**src/rtl/sme_pkg.sv**
```systemverilog
// Shared character constants and FSM state type for the sme_param string matcher.
package sme_pkg;

  localparam logic [7:0] CH_CARET  = 8'h5E;
  localparam logic [7:0] CH_DOLLAR = 8'h24;
  localparam logic [7:0] CH_DOT    = 8'h2E;
  localparam logic [7:0] CH_STAR   = 8'h2A;
  localparam logic [7:0] CH_SPACE  = 8'h20;

  typedef enum logic [1:0] {
    LOAD   = 2'd0,
    SEARCH = 2'd1,
    DONE   = 2'd2
  } state_e;

endpackage

```
**src/rtl/sme_param_if.sv**
```systemverilog
// Character-stream and result bundle between the host and sme_param.
interface sme_param_if #(
  parameter int CHAR_W = 8,
  parameter int IDX_W  = 5
);
  logic [CHAR_W-1:0] chardata;
  logic              isstring;
  logic              ispattern;
  logic              busy;
  logic              valid;
  logic              match;
  logic [IDX_W-1:0]  match_index;
  logic [IDX_W:0]    match_len;

  modport master (
    output chardata, isstring, ispattern,
    input  busy, valid, match, match_index, match_len
  );

  modport slave (
    input  chardata, isstring, ispattern,
    output busy, valid, match, match_index, match_len
  );
endinterface

```
**src/rtl/sme_char_cmp.sv**
```systemverilog
// Single-step comparator: one pattern character against the current string character.
// With SME_STAR_EN defined, '*' is reported as a zero-width match; otherwise it is a literal.
module sme_char_cmp
  import sme_pkg::*;
#(
  parameter int CHAR_W = 8
) (
  input  logic [CHAR_W-1:0] pat_ch_i,
  input  logic [CHAR_W-1:0] str_ch_i,
  input  logic              eos_i,
  input  logic              pos0_i,
  output logic              match_o,
  output logic              consume_o,
  output logic              skip_o
);

  // Decode the pattern character into match / consume / anchor-skip flags.
  always_comb begin
    match_o   = 1'b0;
    consume_o = 1'b0;
    skip_o    = 1'b0;
    case (pat_ch_i)
      CHAR_W'(CH_CARET): begin
        if (pos0_i) begin
          match_o = 1'b1;
        end else if (!eos_i && (str_ch_i == CHAR_W'(CH_SPACE))) begin
          match_o   = 1'b1;
          consume_o = 1'b1;
          skip_o    = 1'b1;
        end else begin
          match_o = 1'b0;
        end
      end
      CHAR_W'(CH_DOLLAR): begin
        match_o = eos_i || (str_ch_i == CHAR_W'(CH_SPACE));
      end
      CHAR_W'(CH_DOT): begin
        match_o   = !eos_i;
        consume_o = 1'b1;
      end
`ifdef SME_STAR_EN
      CHAR_W'(CH_STAR): begin
        match_o = 1'b1;
      end
`endif
      default: begin
        match_o   = !eos_i && (str_ch_i == pat_ch_i);
        consume_o = 1'b1;
      end
    endcase
  end

endmodule

```
**src/rtl/sme_param.sv**
```systemverilog
// Parametrised string-matching engine: buffers a string and a pattern, then reports the leftmost match.
// Define SME_STAR_EN to make '*' a backtracking wildcard; otherwise '*' is a literal.
module sme_param
  import sme_pkg::*;
#(
  parameter int STR_MAX = 32,
  parameter int PAT_MAX = 8,
  parameter int CHAR_W  = 8,
  parameter int IDX_W   = $clog2(STR_MAX)
) (
  input logic        clk,
  input logic        reset,
  sme_param_if.slave bus
);

  localparam int LW = IDX_W + 1;
  localparam int PA = $clog2(PAT_MAX);
  localparam int PW = PA + 1;

  state_e            state_q, state_d;
  logic [CHAR_W-1:0] str_mem_q [STR_MAX];
  logic [CHAR_W-1:0] pat_mem_q [PAT_MAX];
  logic [LW-1:0]     str_len_q, str_len_d;
  logic [PW-1:0]     pat_len_q, pat_len_d;
  logic              str_fresh_q, str_fresh_d;
  logic              pat_fresh_q, pat_fresh_d;
  logic              pat_seen_q, pat_seen_d;
  logic [LW-1:0]     s_q, s_d, i_q, i_d, idx_q, idx_d;
  logic [PW-1:0]     p_q, p_d;
  logic              match_q, match_d;
  logic [IDX_W-1:0]  index_q, index_d;
  logic [LW-1:0]     len_q, len_d;
`ifdef SME_STAR_EN
  logic              star_v_q, star_v_d;
  logic [PW-1:0]     star_p_q, star_p_d;
  logic [LW-1:0]     star_i_q, star_i_d;
  logic              is_star_s;
`endif

  logic              str_we_s, pat_we_s;
  logic [LW-1:0]     str_waddr_s;
  logic [PW-1:0]     pat_waddr_s;
  logic [CHAR_W-1:0] pat_ch_s, str_ch_s;
  logic              eos_s, lit_s;
  logic              cmp_match_s, cmp_consume_s, cmp_skip_s;
  logic              step_match_s, step_consume_s, step_skip_s;
  logic              next_start_s, fail_s;

  // Fetch the characters under the pattern and string cursors; out-of-range reads yield zero.
  always_comb begin
    pat_ch_s = '0;
    str_ch_s = '0;
    if (p_q < pat_len_q) begin
      pat_ch_s = pat_mem_q[p_q[PA-1:0]];
    end else begin
      pat_ch_s = '0;
    end
    if (i_q < str_len_q) begin
      str_ch_s = str_mem_q[i_q[IDX_W-1:0]];
    end else begin
      str_ch_s = '0;
    end
  end

  assign eos_s = (i_q == str_len_q);
  // Anchors away from their positions degrade to ordinary literals.
  assign lit_s = ((pat_ch_s == CHAR_W'(CH_CARET)) && (p_q != '0)) ||
                 ((pat_ch_s == CHAR_W'(CH_DOLLAR)) && (p_q != (pat_len_q - PW'(1))));
`ifdef SME_STAR_EN
  assign is_star_s = (pat_ch_s == CHAR_W'(CH_STAR));
`endif

  sme_char_cmp #(.CHAR_W(CHAR_W)) u_cmp (
    .pat_ch_i  (pat_ch_s),
    .str_ch_i  (str_ch_s),
    .eos_i     (eos_s),
    .pos0_i    (i_q == '0),
    .match_o   (cmp_match_s),
    .consume_o (cmp_consume_s),
    .skip_o    (cmp_skip_s)
  );

  assign step_match_s   = lit_s ? (!eos_s && (str_ch_s == pat_ch_s)) : cmp_match_s;
  assign step_consume_s = lit_s ? 1'b1 : cmp_consume_s;
  assign step_skip_s    = lit_s ? 1'b0 : cmp_skip_s;

  // Next-state logic: loading, one comparison step per SEARCH cycle, result capture.
  always_comb begin
    state_d      = state_q;
    str_len_d    = str_len_q;
    pat_len_d    = pat_len_q;
    str_fresh_d  = str_fresh_q;
    pat_fresh_d  = pat_fresh_q;
    pat_seen_d   = pat_seen_q;
    s_d          = s_q;
    i_d          = i_q;
    idx_d        = idx_q;
    p_d          = p_q;
    match_d      = match_q;
    index_d      = index_q;
    len_d        = len_q;
    str_we_s     = 1'b0;
    pat_we_s     = 1'b0;
    str_waddr_s  = str_fresh_q ? '0 : str_len_q;
    pat_waddr_s  = pat_fresh_q ? '0 : pat_len_q;
    next_start_s = 1'b0;
    fail_s       = 1'b0;
`ifdef SME_STAR_EN
    star_v_d     = star_v_q;
    star_p_d     = star_p_q;
    star_i_d     = star_i_q;
`endif
    case (state_q)
      LOAD: begin
        if (bus.isstring) begin
          str_fresh_d = 1'b0;
          if (str_waddr_s < LW'(STR_MAX)) begin
            str_we_s  = 1'b1;
            str_len_d = str_waddr_s + LW'(1);
          end else begin
            str_len_d = str_waddr_s;
          end
        end else if (bus.ispattern) begin
          pat_fresh_d = 1'b0;
          pat_seen_d  = 1'b1;
          if (pat_waddr_s < PW'(PAT_MAX)) begin
            pat_we_s  = 1'b1;
            pat_len_d = pat_waddr_s + PW'(1);
          end else begin
            pat_len_d = pat_waddr_s;
          end
        end else if (pat_seen_q) begin
          state_d = SEARCH;
          s_d     = '0;
          i_d     = '0;
          idx_d   = '0;
          p_d     = '0;
`ifdef SME_STAR_EN
          star_v_d = 1'b0;
`endif
        end else begin
          state_d = LOAD;
        end
      end
      SEARCH: begin
        if (str_len_q == '0) begin
          fail_s = 1'b1;
        end else if (p_q == pat_len_q) begin
          state_d = DONE;
          match_d = 1'b1;
          index_d = idx_q[IDX_W-1:0];
          len_d   = i_q - idx_q;
        end else if (step_match_s) begin
          p_d   = p_q + PW'(1);
          i_d   = step_consume_s ? (i_q + LW'(1)) : i_q;
          idx_d = step_skip_s ? (i_q + LW'(1)) : idx_q;
`ifdef SME_STAR_EN
          if (is_star_s) begin
            star_v_d = 1'b1;
            star_p_d = p_q;
            star_i_d = i_q;
          end else begin
            star_v_d = star_v_q;
          end
`endif
        end else begin
`ifdef SME_STAR_EN
          // Backtrack: let the last star swallow one more character.
          if (star_v_q && (star_i_q < str_len_q)) begin
            star_i_d = star_i_q + LW'(1);
            i_d      = star_i_q + LW'(1);
            p_d      = star_p_q + PW'(1);
          end else begin
            next_start_s = 1'b1;
          end
`else
          next_start_s = 1'b1;
`endif
        end
        if (next_start_s) begin
          if ((s_q + LW'(1)) >= str_len_q) begin
            fail_s = 1'b1;
          end else begin
            s_d   = s_q + LW'(1);
            i_d   = s_q + LW'(1);
            idx_d = s_q + LW'(1);
            p_d   = '0;
`ifdef SME_STAR_EN
            star_v_d = 1'b0;
`endif
          end
        end else begin
          s_d = s_q;
        end
        if (fail_s) begin
          state_d = DONE;
          match_d = 1'b0;
          index_d = '0;
          len_d   = '0;
        end else begin
          match_d = match_d;
        end
      end
      DONE: begin
        state_d     = LOAD;
        str_fresh_d = 1'b1;
        pat_fresh_d = 1'b1;
        pat_seen_d  = 1'b0;
        match_d     = 1'b0;
        index_d     = '0;
        len_d       = '0;
      end
      default: begin
        state_d = LOAD;
      end
    endcase
  end

  // Control and result registers.
  always_ff @(posedge clk or posedge reset) begin
    if (reset) begin
      state_q     <= LOAD;
      str_len_q   <= '0;
      pat_len_q   <= '0;
      str_fresh_q <= 1'b1;
      pat_fresh_q <= 1'b1;
      pat_seen_q  <= 1'b0;
      s_q         <= '0;
      i_q         <= '0;
      idx_q       <= '0;
      p_q         <= '0;
      match_q     <= 1'b0;
      index_q     <= '0;
      len_q       <= '0;
`ifdef SME_STAR_EN
      star_v_q    <= 1'b0;
      star_p_q    <= '0;
      star_i_q    <= '0;
`endif
    end else begin
      state_q     <= state_d;
      str_len_q   <= str_len_d;
      pat_len_q   <= pat_len_d;
      str_fresh_q <= str_fresh_d;
      pat_fresh_q <= pat_fresh_d;
      pat_seen_q  <= pat_seen_d;
      s_q         <= s_d;
      i_q         <= i_d;
      idx_q       <= idx_d;
      p_q         <= p_d;
      match_q     <= match_d;
      index_q     <= index_d;
      len_q       <= len_d;
`ifdef SME_STAR_EN
      star_v_q    <= star_v_d;
      star_p_q    <= star_p_d;
      star_i_q    <= star_i_d;
`endif
    end
  end

  // Character buffers; contents are only meaningful up to the stored lengths.
  always_ff @(posedge clk) begin
    if (str_we_s) begin
      str_mem_q[str_waddr_s[IDX_W-1:0]] <= bus.chardata;
    end
    if (pat_we_s) begin
      pat_mem_q[pat_waddr_s[PA-1:0]] <= bus.chardata;
    end
  end

  assign bus.busy        = (state_q == SEARCH);
  assign bus.valid       = (state_q == DONE);
  assign bus.match       = match_q;
  assign bus.match_index = index_q;
  assign bus.match_len   = len_q;

endmodule

```
**src/flat_wrapper.sv**
```systemverilog
// flat-port wrapper written by rule: the top's interface ports become plain ports
module sme_param_flat import sme_pkg::*;
#(
  parameter int STR_MAX = 32,
  parameter int PAT_MAX = 8,
  parameter int CHAR_W  = 8,
  parameter int IDX_W   = $clog2(STR_MAX)
)
  (clk, reset, bus_chardata, bus_isstring, bus_ispattern, bus_busy, bus_valid, bus_match, bus_match_index, bus_match_len);
  sme_param_if #(.CHAR_W(CHAR_W), .IDX_W(IDX_W)) bus_i ();
  input logic clk;
  input logic reset;
  input wire logic [$bits(bus_i.chardata)-1:0] bus_chardata;
  input wire logic [$bits(bus_i.isstring)-1:0] bus_isstring;
  input wire logic [$bits(bus_i.ispattern)-1:0] bus_ispattern;
  output wire logic [$bits(bus_i.busy)-1:0] bus_busy;
  output wire logic [$bits(bus_i.valid)-1:0] bus_valid;
  output wire logic [$bits(bus_i.match)-1:0] bus_match;
  output wire logic [$bits(bus_i.match_index)-1:0] bus_match_index;
  output wire logic [$bits(bus_i.match_len)-1:0] bus_match_len;
  assign bus_i.chardata = bus_chardata;
  assign bus_i.isstring = bus_isstring;
  assign bus_i.ispattern = bus_ispattern;
  assign bus_busy = bus_i.busy;
  assign bus_valid = bus_i.valid;
  assign bus_match = bus_i.match;
  assign bus_match_index = bus_i.match_index;
  assign bus_match_len = bus_i.match_len;
  sme_param #(.STR_MAX(STR_MAX), .PAT_MAX(PAT_MAX), .CHAR_W(CHAR_W), .IDX_W(IDX_W)) u_core (.clk(clk), .reset(reset), .bus(bus_i));
endmodule
```
**config.mk**
```make
export PLATFORM = sky130hd
export DESIGN_NAME = sme_param_flat
export DESIGN_NICKNAME = d
export VERILOG_FILES = /design/src/rtl/sme_pkg.sv /design/src/rtl/sme_param_if.sv /design/src/rtl/sme_char_cmp.sv /design/src/rtl/sme_param.sv /design/src/flat_wrapper.sv
export SDC_FILE = /design/constraint.sdc
export NUM_CORES = 1
export LEC_CHECK = 0
export CAP_MARGIN = 20
export CORE_ASPECT_RATIO = 1.5
export CORE_MARGIN = 2
export CORE_UTILIZATION = 50
export DETAILED_ROUTE_END_ITERATION = 6
export PLACE_DENSITY = 0.74
export SETUP_SLACK_MARGIN = 0.5
export SYNTH_ARGS = -nofsm -noshare
export SYNTH_HDL_FRONTEND = slang
export SYNTH_SLANG_ARGS = --single-unit
```
**constraint.sdc**
```tcl
create_clock -name clk -period 6.16 [get_ports clk]
set_clock_uncertainty 0.15 [all_clocks]
set_input_delay 0.616 -clock clk [delete_from_list [all_inputs] [get_ports clk]]
set_output_delay 0.616 -clock clk [all_outputs]
set_load 0.005 [all_outputs]
```
* Word-level counts from Yosys, hierarchy flattened
Memory sizes are Yosys's and may differ from the RTL's. Cells that the tools add are included.
Cells by class: add/sub/neg operators 7, order comparisons 5, equal/unequal tests 19, muxes and demuxes 90, bitwise logic cells 1, reductions and logical operators 22
Operators with widths (count):
- two-way mux 6 bit | 22
- case mux 6 bit (2 select lines) | 4
- two-way mux 4 bit | 10
- two-way mux 1 bit | 35
- == test 8 x 6 -> 1 bit, second input constant | 3
- adder 6 x 1 -> 6 bit, second input constant | 3
- two-way mux 8 bit | 2
- two-way mux 5 bit | 3
- logical NOT 6 bit | 2
- two-way mux 2 bit | 5
- inequality test 2 bit, second input constant | 5
- case mux 1 bit (2 select lines) | 5
- case mux 5 bit (2 select lines) | 1
- AND reduction 3 bit | 3
- adder 4 x 1 -> 4 bit, second input constant | 2
- == test 8 x 7 -> 1 bit, second input constant | 1
- == test 8 bit | 1
- case mux 4 bit (2 select lines) | 1
- AND reduction 4 bit | 2
- == test 6 bit | 1
- >= comparator 6 bit | 1
- less-than comparator 6 bit | 1
- less-than comparator 6 bit, second input constant | 1
- AND reduction 6 bit | 1
- 21 further kinds | 29
Storage, ports and cells: bits in registers 49, bits in writable memories 320, output and inout bits 14, word-level logic and storage cells 159, memories kept 2
Memories:
- u_core.str_mem_q | depth 32, width 8, rd ports 1, clocked after memory_dff 0, wr ports 1, line sme_param.sv:21 | logic [CHAR_W-1:0] str_mem_q [STR_MAX];
- u_core.pat_mem_q | depth 8, width 8, rd ports 1, clocked after memory_dff 0, wr ports 1, line sme_param.sv:22 | logic [CHAR_W-1:0] pat_mem_q [PAT_MAX];

* Logic depth before layout (Yosys ltp)
Gate-level depths: netlist (run 1).
depth in word-level cells 16, depth in mapped cells 18

* Hierarchy
From an unflattened synthesis (run 1), not the netlist that was laid out.
Unflattened totals: cell total of the unflattened synthesis 1071, area total of the unflattened synthesis 16439.5 um^2
By module, submodules not included:
- sme_param | times used 1, cells each 1040, area each 16205.5 um^2, seq. area each 10837.9 um^2
- sme_char_cmp | times used 1, cells each 31, area each 234.0 um^2, seq. area each 0.0 um^2

* Least setup slack after synthesis (run 1)
No wires, ideal clock.
kind register to register, from reg u_core.i_q[0], to reg u_core.i_q[4], library setup time 94 ps, arrival time 4100 ps, setup slack 1816 ps, stages on the path, launching flop included 18, buffers on the path 5, cell sequence dfrtp_1 -> buf_6 -> buf_12 -> buf_12 -> buf_4 -> inv_2 -> ha_1 -> inv_1 -> a21o_1 -> a221o_1 -> a2111oi_1 -> nor4b_1 -> a311o_1 -> and4_1 -> buf_2 -> o211ai_1 -> mux2_2 -> a211oi_1
On the way: cells in the longest elaborated chain, start to end 15
Ends and longest elaborated chain:
- start, declared | line sme_param.sv:28 | logic [LW-1:0] s_q, s_d, i_q, i_d, idx_q, idx_d;
- start signal, assigned | line sme_param.sv:248 | i_q <= i_d;
- memory (32 x 8 bit) or less-than comparator 6 bit (tied branches)
- two-way mux 8 bit | line sme_param.sv:58 | if (i_q < str_len_q) begin
- == test 8 x 6 -> 1 bit | line sme_char_cmp.sv:26, sme_char_cmp.sv:35
- logical AND 1 bit | line sme_char_cmp.sv:26 | end else if (!eos_i && (str_ch_i == CHAR_W'(CH_SPACE))) begin
- two-way mux 1 bit | line sme_char_cmp.sv:26
- two-way mux 1 bit | line sme_char_cmp.sv:24 | if (pos0_i) begin
- case mux 1 bit (2 select lines) | line sme_char_cmp.sv:22 | case (pat_ch_i)
- two-way mux 1 bit | line sme_param.sv:84 | assign step_consume_s = lit_s ? 1'b1 : cmp_consume_s;
- two-way mux 6 bit | line sme_param.sv:155 | i_d = step_consume_s ? (i_q + LW'(1)) : i_q;
- two-way mux 6 bit | line sme_param.sv:153 | end else if (step_match_s) begin
- two-way mux 6 bit | line sme_param.sv:148 | end else if (p_q == pat_len_q) begin
- two-way mux 6 bit | line sme_param.sv:146 | if (str_len_q == '0) begin
- two-way mux 6 bit | line sme_param.sv:181 | if ((s_q + LW'(1)) >= str_len_q) begin
- two-way mux 6 bit * | line sme_param.sv:180 | if (next_start_s) begin
- case mux 6 bit (2 select lines) * | line sme_param.sv:113 | case (state_q)
Mark *: on every way between the ends. The rest lies on a longest branch, timed or not. The select of a mux whose other input is x is not followed. A chain may end at the register's enable or synchronous reset.

* Worst setup path after layout (run 1)
from reg u_core.i_q[1], to reg u_core.i_q[5]
Same word-level chain as after synthesis.

==> results of run 1 <==
-- where the power goes --
part	switching (W)	internal, W
clock	0.000885	0.00109
combinational	0.00131	0.000917
sequential	0.000166	0.00290
-- per-stage QoR --
| stage | area (sq um) | instances | hold slack (ns) |
|---|---|---|---|
| 6_report | 17950 | 1475 | 0.2152 |
| 4_1_cts | 17930 | 1474 | 0.3351 |
| 5_1_grt | 17950 | 1475 | 0.2735 |
| 3_5_place_dp | 16900 | 1413 | 0.3191 |
| 3_3_place_gp | 16900 | 1413 | 0.3179 |
| 2_1_floorplan | 16280 | 1001 | 0.3170 |
-- worst max-delay path, delay by kind of cell (launching register included) --
kind	cells	cell delay (ns)
AND/OR/NAND/NOR	4	1.33
AO/OA/AOI/OAI	5	2.23
flip-flops	1	0.69
buffers and inverters	1	0.48
-- per-layer routing --
metal	vias to the layer above	track usage (%)	part of all wire [%]
met1	4708	25.38	37
li1	4053	-	-
met2	312	39.48	55
met5	-	0	0
met3	86	2.814	4.4
met4	0	9.557	4.1
-- state kept, by name, indices dropped and copies added, names as in the netlist, 4 cells and up --
register / cells
u_core.p_q: 4
u_core.bus.match_len: 6
u_core.bus.match_index: 5
u_core.str_mem_q: 256
u_core.idx_q: 6
u_core.pat_mem_q: 64
u_core.i_q: 6
u_core.str_len_q: 6
u_core.s_q: 6
u_core.pat_len_q: 4
-- how the worst max path moves through the flow --
stage,start,slack [ns],depth (start not counted),end
floorplan,u_core.i_q[0],1.82,17,u_core.i_q[4]
detailed placement,u_core.i_q[1],1.32,10,u_core.i_q[1]
finish,u_core.i_q[1],1.13,10,u_core.i_q[5]
global route,u_core.i_q[1],0.80,10,u_core.s_q[4]
CTS,u_core.i_q[1],1.29,10,u_core.i_q[5]
global placement,u_core.i_q[2],1.43,11,u_core.i_q[5]
-- cell families after synthesis --
kind of cell / count (synthesis)
adder cells (fa/ha/maj): 36
AND/OR/NAND/NOR: 205
multiplexers: 112
XOR/XNOR: 26
AO/OA/AOI/OAI: 161
buffers and inverters: 92
flip-flops: 369
-- placed cells by master (no fill, tap or decap), drive strengths merged, types with 18 or more instances in the layout --
master	instances
a21oi	34
buf	26
clkbuf	40
clkdlybuf4s50	25
dfrtp	47
edfxtp	320
ha	35
inv	44
mux2i	34
mux4	68
nand2	55
nand3	19
nor2	63
xnor2	18
-- layout make-up --
type / instances / area, sq um
clock buffers: 40 / 894.6
clock inverters: 21 / 136.4
fillers: 2370 / 13980
inverters: 44 / 165.2
multi-input cells: 540 / 4938
flip-flops and latches: 369 / 10840
well taps: 410 / 513.0
repair buffers: 51 / 457.9
==> results.txt, run 1 <==
In the post-synthesis netlist, the biggest area contributors are sky130_fd_sc_hd__edfxtp_1, sky130_fd_sc_hd__dfrtp_1, sky130_fd_sc_hd__mux4_2, sky130_fd_sc_hd__mux4_1, sky130_fd_sc_hd__ha_1. The endpoint arrival time on the critical path came out at 5.28 ns. The core region area is 0.03193 sq mm. The commonest cells after synthesis are sky130_fd_sc_hd__edfxtp_1, sky130_fd_sc_hd__nor2_1, sky130_fd_sc_hd__nand2_1, sky130_fd_sc_hd__mux4_2, sky130_fd_sc_hd__dfrtp_1. The cell area that synthesis handed to floorplanning was 0.01628 sq mm. STA classifies the critical path startpoint as a flop. The number of hold violations in the final report was 0.

The quantity of gates resized following cts came out at 0. The number of DRC markers in iteration 0 is 697. The largest single stage delay on the critical path is 0.87 ns. The top cell type by total area after synthesis is sky130_fd_sc_hd__edfxtp_1.

The final layout contains 1,088 nets. Pin placement for this block handled 26 I/O pins. The overall global routing resource usage came out at 21.70%. The distinct cell type count of the synthesized netlist is 78. The number of global-route vias before repair came to 9,479. The launch instance of the worst register-to-register path is u_core.i_q[1]. The worst setup slack after layout came out at 1.128 ns. The number of nets in the synthesized netlist is 1,049.

After clock tree synthesis, the clock-pin slew on the worst setup and hold paths is 0.07 ns. The share of the synthesized area in the top cell type is 59.02%. For this design the static power due to leakage is 6.061 nW.

The routability congestion estimate from global placement is 0.8839. The peak ir drop on the vdd network came out at 174.4 uV. The worst setup slack for register-to-register paths is 1.13 ns.

The terminus of the critical flop-to-flop path is u_core.i_q[5]. The y dimension of the die is 225.0 um. The number of hold buffers added after CTS was 0. The Yosys warning count is 0. The first-pass iteration count of the detailed router is 5. In the final routed layout, each cell accounts on average for 24.33 um. The number of core rows is 80. Of the total synthesized cell area, the portion taken by full adders, half adders and majority gates is 2.813%. The flow ran to the end, and the final reports show no timing, DRC or antenna violations.

The maximum fanout encountered on the critical timing path came out at 29. The headroom to the max-slew limit is 31.31%. The number of cells on the worst reg-to-reg path is 10.

The clock passes through at most 3 buffers. The fraction of final layout cells with drive strength greater than 1 came out at 14.93%. The average instance area after synthesis came out at 16.27 sq um. The min-delay analysis places its worst path in the category in -> async. Relative to the synthesized area, the layout overhead comes to 10.24%. The root buffer selected by CTS is sky130_fd_sc_hd__clkbuf_16. The total negative slack came out at 0 ns. The max-capacitance violation count came out at 0.

The multiplexer share of the synthesized area is 12.60%. The first-pass GRT wire length is 55,090 um. The die covers 0.03405 sq mm. Once layout is complete, the utilization of the core stands at 56.21%. The dominant combinational cell family by area after synthesis is multiplexers. Summed over all nets, the half-perimeter wirelength after detailed placement is 23,970 um.

Summing the areas of all compound-gate instances in the mapped netlist gives 7.385% of the synthesized area. The basic-gate share of the synthesized area counting and, or, nand and nor cells is 6.102%. The wire length reported by the detailed router is 35,890 um. The pre-CTS setup slack came out at 1.317 ns.

The proportion of synthesized chip area in sequential cells came out at 66.56%. The register bit total from synthesis is 369. The number of levels the H-tree was split into came out at 2. In this run the power density over the cells is 404.9 mW/mm^2. The worst setup path is captured at a flop.

The upper clock frequency limit came out at 0.1987 GHz. The later pin in the worst-skew pair is clocked with a latency of 0.53 ns. The number of antenna diodes came out at 0. The width of the die came out at 151.3 um. The post-layout minimum cycle time came out at 5.032 ns. The count of final setup violators is 0.

The async set-reset flop share out of synthesis is 13.28%. The overall power consumption came out at 0.007267 W. In this run the tool buffered the top-level ports with 25 buffer cells. The number of antenna violations at the first check in global routing was 0. Setup repair after global routing left no endpoint under its margin. The final antenna-violating net count came out at 0. The routed layout has 9,159 vias. The final-report max-slew violation count is 0.

The CTS buffer count came out at 34. The path type of the worst setup path is reg -> reg. The DRC violation count after routing came out at 0. The via density per instance is 6.209. The cell type of the slowest stage on the worst timing path is sky130_fd_sc_hd__a2111oi_1. The post-synthesis xor/xnor area fraction is 1.399%.

The overall overflow remaining after global route came out at 0. Data on the critical path is required at its endpoint by 6.40 ns. The slew of the pin with the lowest slew margin came out at 1.027 ns. Counting every sink on the clock net gives 369. The gate count of the mapped netlist came out at 1,001. The signal on the critical path passes through buf_4 > nor2b_1 > a221oi_1 > a2111oi_1 > nor4_2 > and2_1 > o221ai_1 > nand3_1 > a31o_2 > a221o_1.

The number of post-CTS setup repair buffers came out at 0. Entering global routing, the biggest net connects 50 pins. The initial core utilization came out at 50.99%. The CTS tree is yes. The most used flip-flop cell after synthesis is sky130_fd_sc_hd__edfxtp_1. The share of the clock period used by the worst path came out at 81.70%. The number of synthesized flops with an enable pin came out at 320. The most numerous cell in the Yosys netlist is sky130_fd_sc_hd__edfxtp_1.
No activity file was read; power rests on OpenSTA's default activity.
==> inputs of run 2 (changes only) <==
--- a/config.mk
+++ b/config.mk
@@ -10,7 +10,7 @@
 export CORE_MARGIN = 2
 export CORE_UTILIZATION = 50
 export DETAILED_ROUTE_END_ITERATION = 6
-export PLACE_DENSITY = 0.74
+export PLACE_DENSITY = 0.77
 export SETUP_SLACK_MARGIN = 0.5
 export SYNTH_ARGS = -nofsm -noshare
 export SYNTH_HDL_FRONTEND = slang
==> constraint.sdc (replaced) <==
create_clock -name clk -period 4.3 [get_ports clk]
set_clock_uncertainty 0.15 [all_clocks]
set_input_delay 0.43 -clock clk [delete_from_list [all_inputs] [get_ports clk]]
set_output_delay 0.43 -clock clk [all_outputs]
set_load 0.005 [all_outputs]
==> run 2 against run 1 <==
Total power increased by 63%. Fmax increased by 25%. Sequential share of layout area decreased by 4.4 points. Combinational power increased by 110%. Clock-buffer cell count decreased by 4. Cell count increased by 6.6%. Wire length increased by 7.4%. Setup slack got worse by 0.85 ns.
==> results.txt, run 2 (synthesis gave the netlist of run 1 again) <==
The portion of total power attributed to sequential cells is 36.6% (-5.6 points). The areal power density over the cells came out at 613.4 mW/mm^2 (+52%). The library cells used most frequently in the layout, excluding fill and tap cells, are sky130_fd_sc_hd__edfxtp_1, sky130_fd_sc_hd__buf_4, sky130_fd_sc_hd__nor2_1, sky130_fd_sc_hd__mux4_2, sky130_fd_sc_hd__nand2_1. Setup repair after global routing could not meet its margin everywhere. The met3 capacity usage during global routing is 2.449% (-0.36 points). The via density per instance is 6.184 (-0.41%). The switching power as a share of total power came out at 33.60% (+1.1 points). Leaving out fill and tap cells, the most frequent cell in the layout is sky130_fd_sc_hd__edfxtp_1. The number of buffers on the longest clock path came out at 3 (unchanged). The number of antenna violations at the first check in global routing came out at 0 (unchanged). The routability congestion estimate from global placement was 0.9242 (+4.6%).

The slew of the pin with the lowest slew margin came out at 0.8619 ns (-0.1647 ns). The number of flip-flops in the largest register came out at 256 (unchanged). The HPWL after detailed placement was 25,680 um (+7.2%). The critical path endpoint category is a flop. The pin count of the biggest net entering global routing was 50 (unchanged). The core region area came out at 0.03193 sq mm (unchanged). The pre-CTS setup slack came out at 0.07097 ns (-1.246 ns).

The number of antenna diodes came out at 0 (unchanged). The peak ir drop on the vdd network is 306.4 uV (+76%). The clock edge transition at the registers on the reported setup and hold paths came out at 0.07 ns (about the same). The endpoint arrival time on the critical path is 4.37 ns (-0.91 ns).

The final antenna-violating net count is 0 (unchanged). The upper clock frequency limit came to 0.2484 GHz (+25%). The number of sinks on the clock net came out at 369 (unchanged). The number of fill cells is 2,244 (-5.3%). The worst setup slack after layout came out at 0.2736 ns (-0.8540 ns).

The top-level port count is 26 (unchanged). The portion of total power attributed to combinational logic is 40.0% (+9.3 points). The tightest min-delay check is of the reg -> reg type.

The switching power summed over all nets is 0.003991 W (+69%). The fraction of final layout cells with drive strength greater than 1 was 27.11% (+12 points). The max-capacitance violation count is 0 (unchanged). The non-filler instance count after layout is 1,572 (+6.6%).

The headroom to the max-slew limit came out at 42.33% (+11 points). The fraction of met2 tracks used by global routing is 40.67% (+1.2 points). After global routing, the most crowded layer is met2. The total number of vias is 9,721 (+6.1%).

The root buffer selected by CTS is sky130_fd_sc_hd__clkbuf_16. The clock latency on the worst-skew pair was 0.59 ns (+0.06 ns). The number of nets in the layout was 1,185 (+8.9%). The area added between synthesis and finish is 18.93%.

The count of buffers from port buffering is 25 (unchanged). The number of core rows came to 80 (unchanged). TritonCTS built the clock tree. The first-pass iteration count of the detailed router is 5 (unchanged). The met1 track utilization from global routing is 26.48% (+1.1 points). The overall global routing resource usage came out at 22.88% (+1.2 points). The number of DRC markers in iteration 0 was 726 (+4.2%). The DRC violation count after routing is 0 (unchanged). The CTS buffer count came out at 31 (-8.8%). The post-placement cell count is 1,468 (+3.9%). The worst setup path is launched from a flop.

The setup path with the least slack is of type reg -> reg. The final-report max-slew violation count is 0 (unchanged). The count of final setup violators came to 0 (unchanged). The y dimension of the die is 225.0 um (unchanged).

The number of hold violations in the final report came out at 0 (unchanged). The flow ran to the end, and the final reports show no timing, DRC or antenna violations. The initial core utilization was 50.99% (unchanged). The routed length per placed instance is 24.51 um (+0.73%). The post-layout minimum cycle time is 4.026 ns (-1.006 ns). The wire length reported by the detailed router came out at 38,530 um (+7.4%). The maximum fanout encountered on the critical timing path came out at 8 (-72%). The first-pass GRT wire length is 57,880 um (+5.1%). The share of the clock period used by the worst path came out at 93.64% (+12 points).

The number of levels the H-tree was split into came out at 1 (-1). The width of the die came out at 151.3 um (unchanged). The area enclosed by the die boundary came out at 0.03405 sq mm (unchanged). The worst path required time came out at 4.64 ns (-1.76 ns). The number of global-route vias before repair is 9,717 (+2.5%).

The share of power burned in the clock network came to 23.3% (-3.8 points). The total negative slack is 0 ns (unchanged). The internal power consumption came to 0.007887 W (+61%). The reported leakage power came to 6.692 nW (+10%). The overall overflow remaining after global route is 0 (unchanged).
## run 2: worst paths after layout
check	depth (start not counted)	slack (ns)	endpoint	start
max	13	0.27	u_core.i_q[4]	u_core.i_q[0]
min	1	0.35	u_core.bus.match	u_core.bus.match
max reg2reg	13	0.27	u_core.i_q[4]	u_core.i_q[0]
min reg2reg	1	0.35	u_core.bus.match	u_core.bus.match
max in group asynchronous	4	2.98	u_core.pat_fresh_q	reset
min in group asynchronous	3	0.48	u_core.bus.match_len[3]	reset
## run 2: area by class of cell
class | instances | area, sq um | share of cell area [%]
sequential | 369 | 10840 | 56.00
inverter | 44 | 173.9 | 0.8982
timing repair buffer | 150 | 1405 | 7.256
clock inverter | 22 | 196.4 | 1.014
tap | 410 | 513.0 | 2.649
multi-input combinational | 541 | 5436 | 28.08
clock buffer | 36 | 794.5 | 4.103
## run 2: timing repair
| item | CTS | global route |
|---|---|---|
| gates cloned | 2 | 0 |
| buffers inserted | 16 | 26 |
| hold buffers | 0 | 1 |
| resized for setup | 48 | 47 |
| pin swaps | 24 | 22 |
| setup endpoints to repair | 36 | 36 |
| hold endpoints to repair | 0 | 7 |
## run 2: per-layer routing
| layer | wire length [um] | part of all wire [%] | vias to the layer above |
|---|---|---|---|
| met1 | 13820 | 36 | 4932 |
| met3 | 1809 | 4.7 | 134 |
| met4 | 2357 | 6.1 | 0 |
| met5 | 0 | 0 | - |
| met2 | 20540 | 53 | 408 |
| li1 | - | - | 4247 |
## run 2: per-stage QoR
stage | hold slack [ns] | total power [W] | util (%) | instance area, sq um
floorplan | 0.3170 | 0.007141 | - | 16500
global placement | 0.3169 | 0.008198 | 54.98 | 17560
finish | 0.3468 | 0.01188 | 60.64 | 19360
CTS | 0.3075 | 0.01141 | 59.27 | 18930
detailed placement | 0.3306 | 0.008265 | 54.98 | 17560
global route | 0.3688 | 0.01238 | 60.64 | 19360
## run 2: power groups by stage
stage	registers [W]	logic, W	clock network (W)
CTS	0.00435	0.00427	0.00279
detailed placement	0.00442	0.00385	0
floorplan	0.00432	0.00282	0
finish	0.00435	0.00476	0.00277
global route	0.00438	0.00507	0.00293
global placement	0.00441	0.00379	0
## run 2: worst max-delay path, cell delays in order, from the launching register on
cell and delay, ns:
sky130_fd_sc_hd__dfrtp_2 0.57, sky130_fd_sc_hd__buf_6 0.17, sky130_fd_sc_hd__mux4_2 0.51, sky130_fd_sc_hd__mux2_4 0.30, sky130_fd_sc_hd__a221oi_2 0.29, sky130_fd_sc_hd__buf_4 0.17
sky130_fd_sc_hd__a2111oi_4 0.05, sky130_fd_sc_hd__nor4b_4 0.16, sky130_fd_sc_hd__a311o_1 0.30, sky130_fd_sc_hd__and4_4 0.22, sky130_fd_sc_hd__o211ai_1 0.36, sky130_fd_sc_hd__buf_4 0.19
sky130_fd_sc_hd__mux2_4 0.29, sky130_fd_sc_hd__a211oi_2 0.21
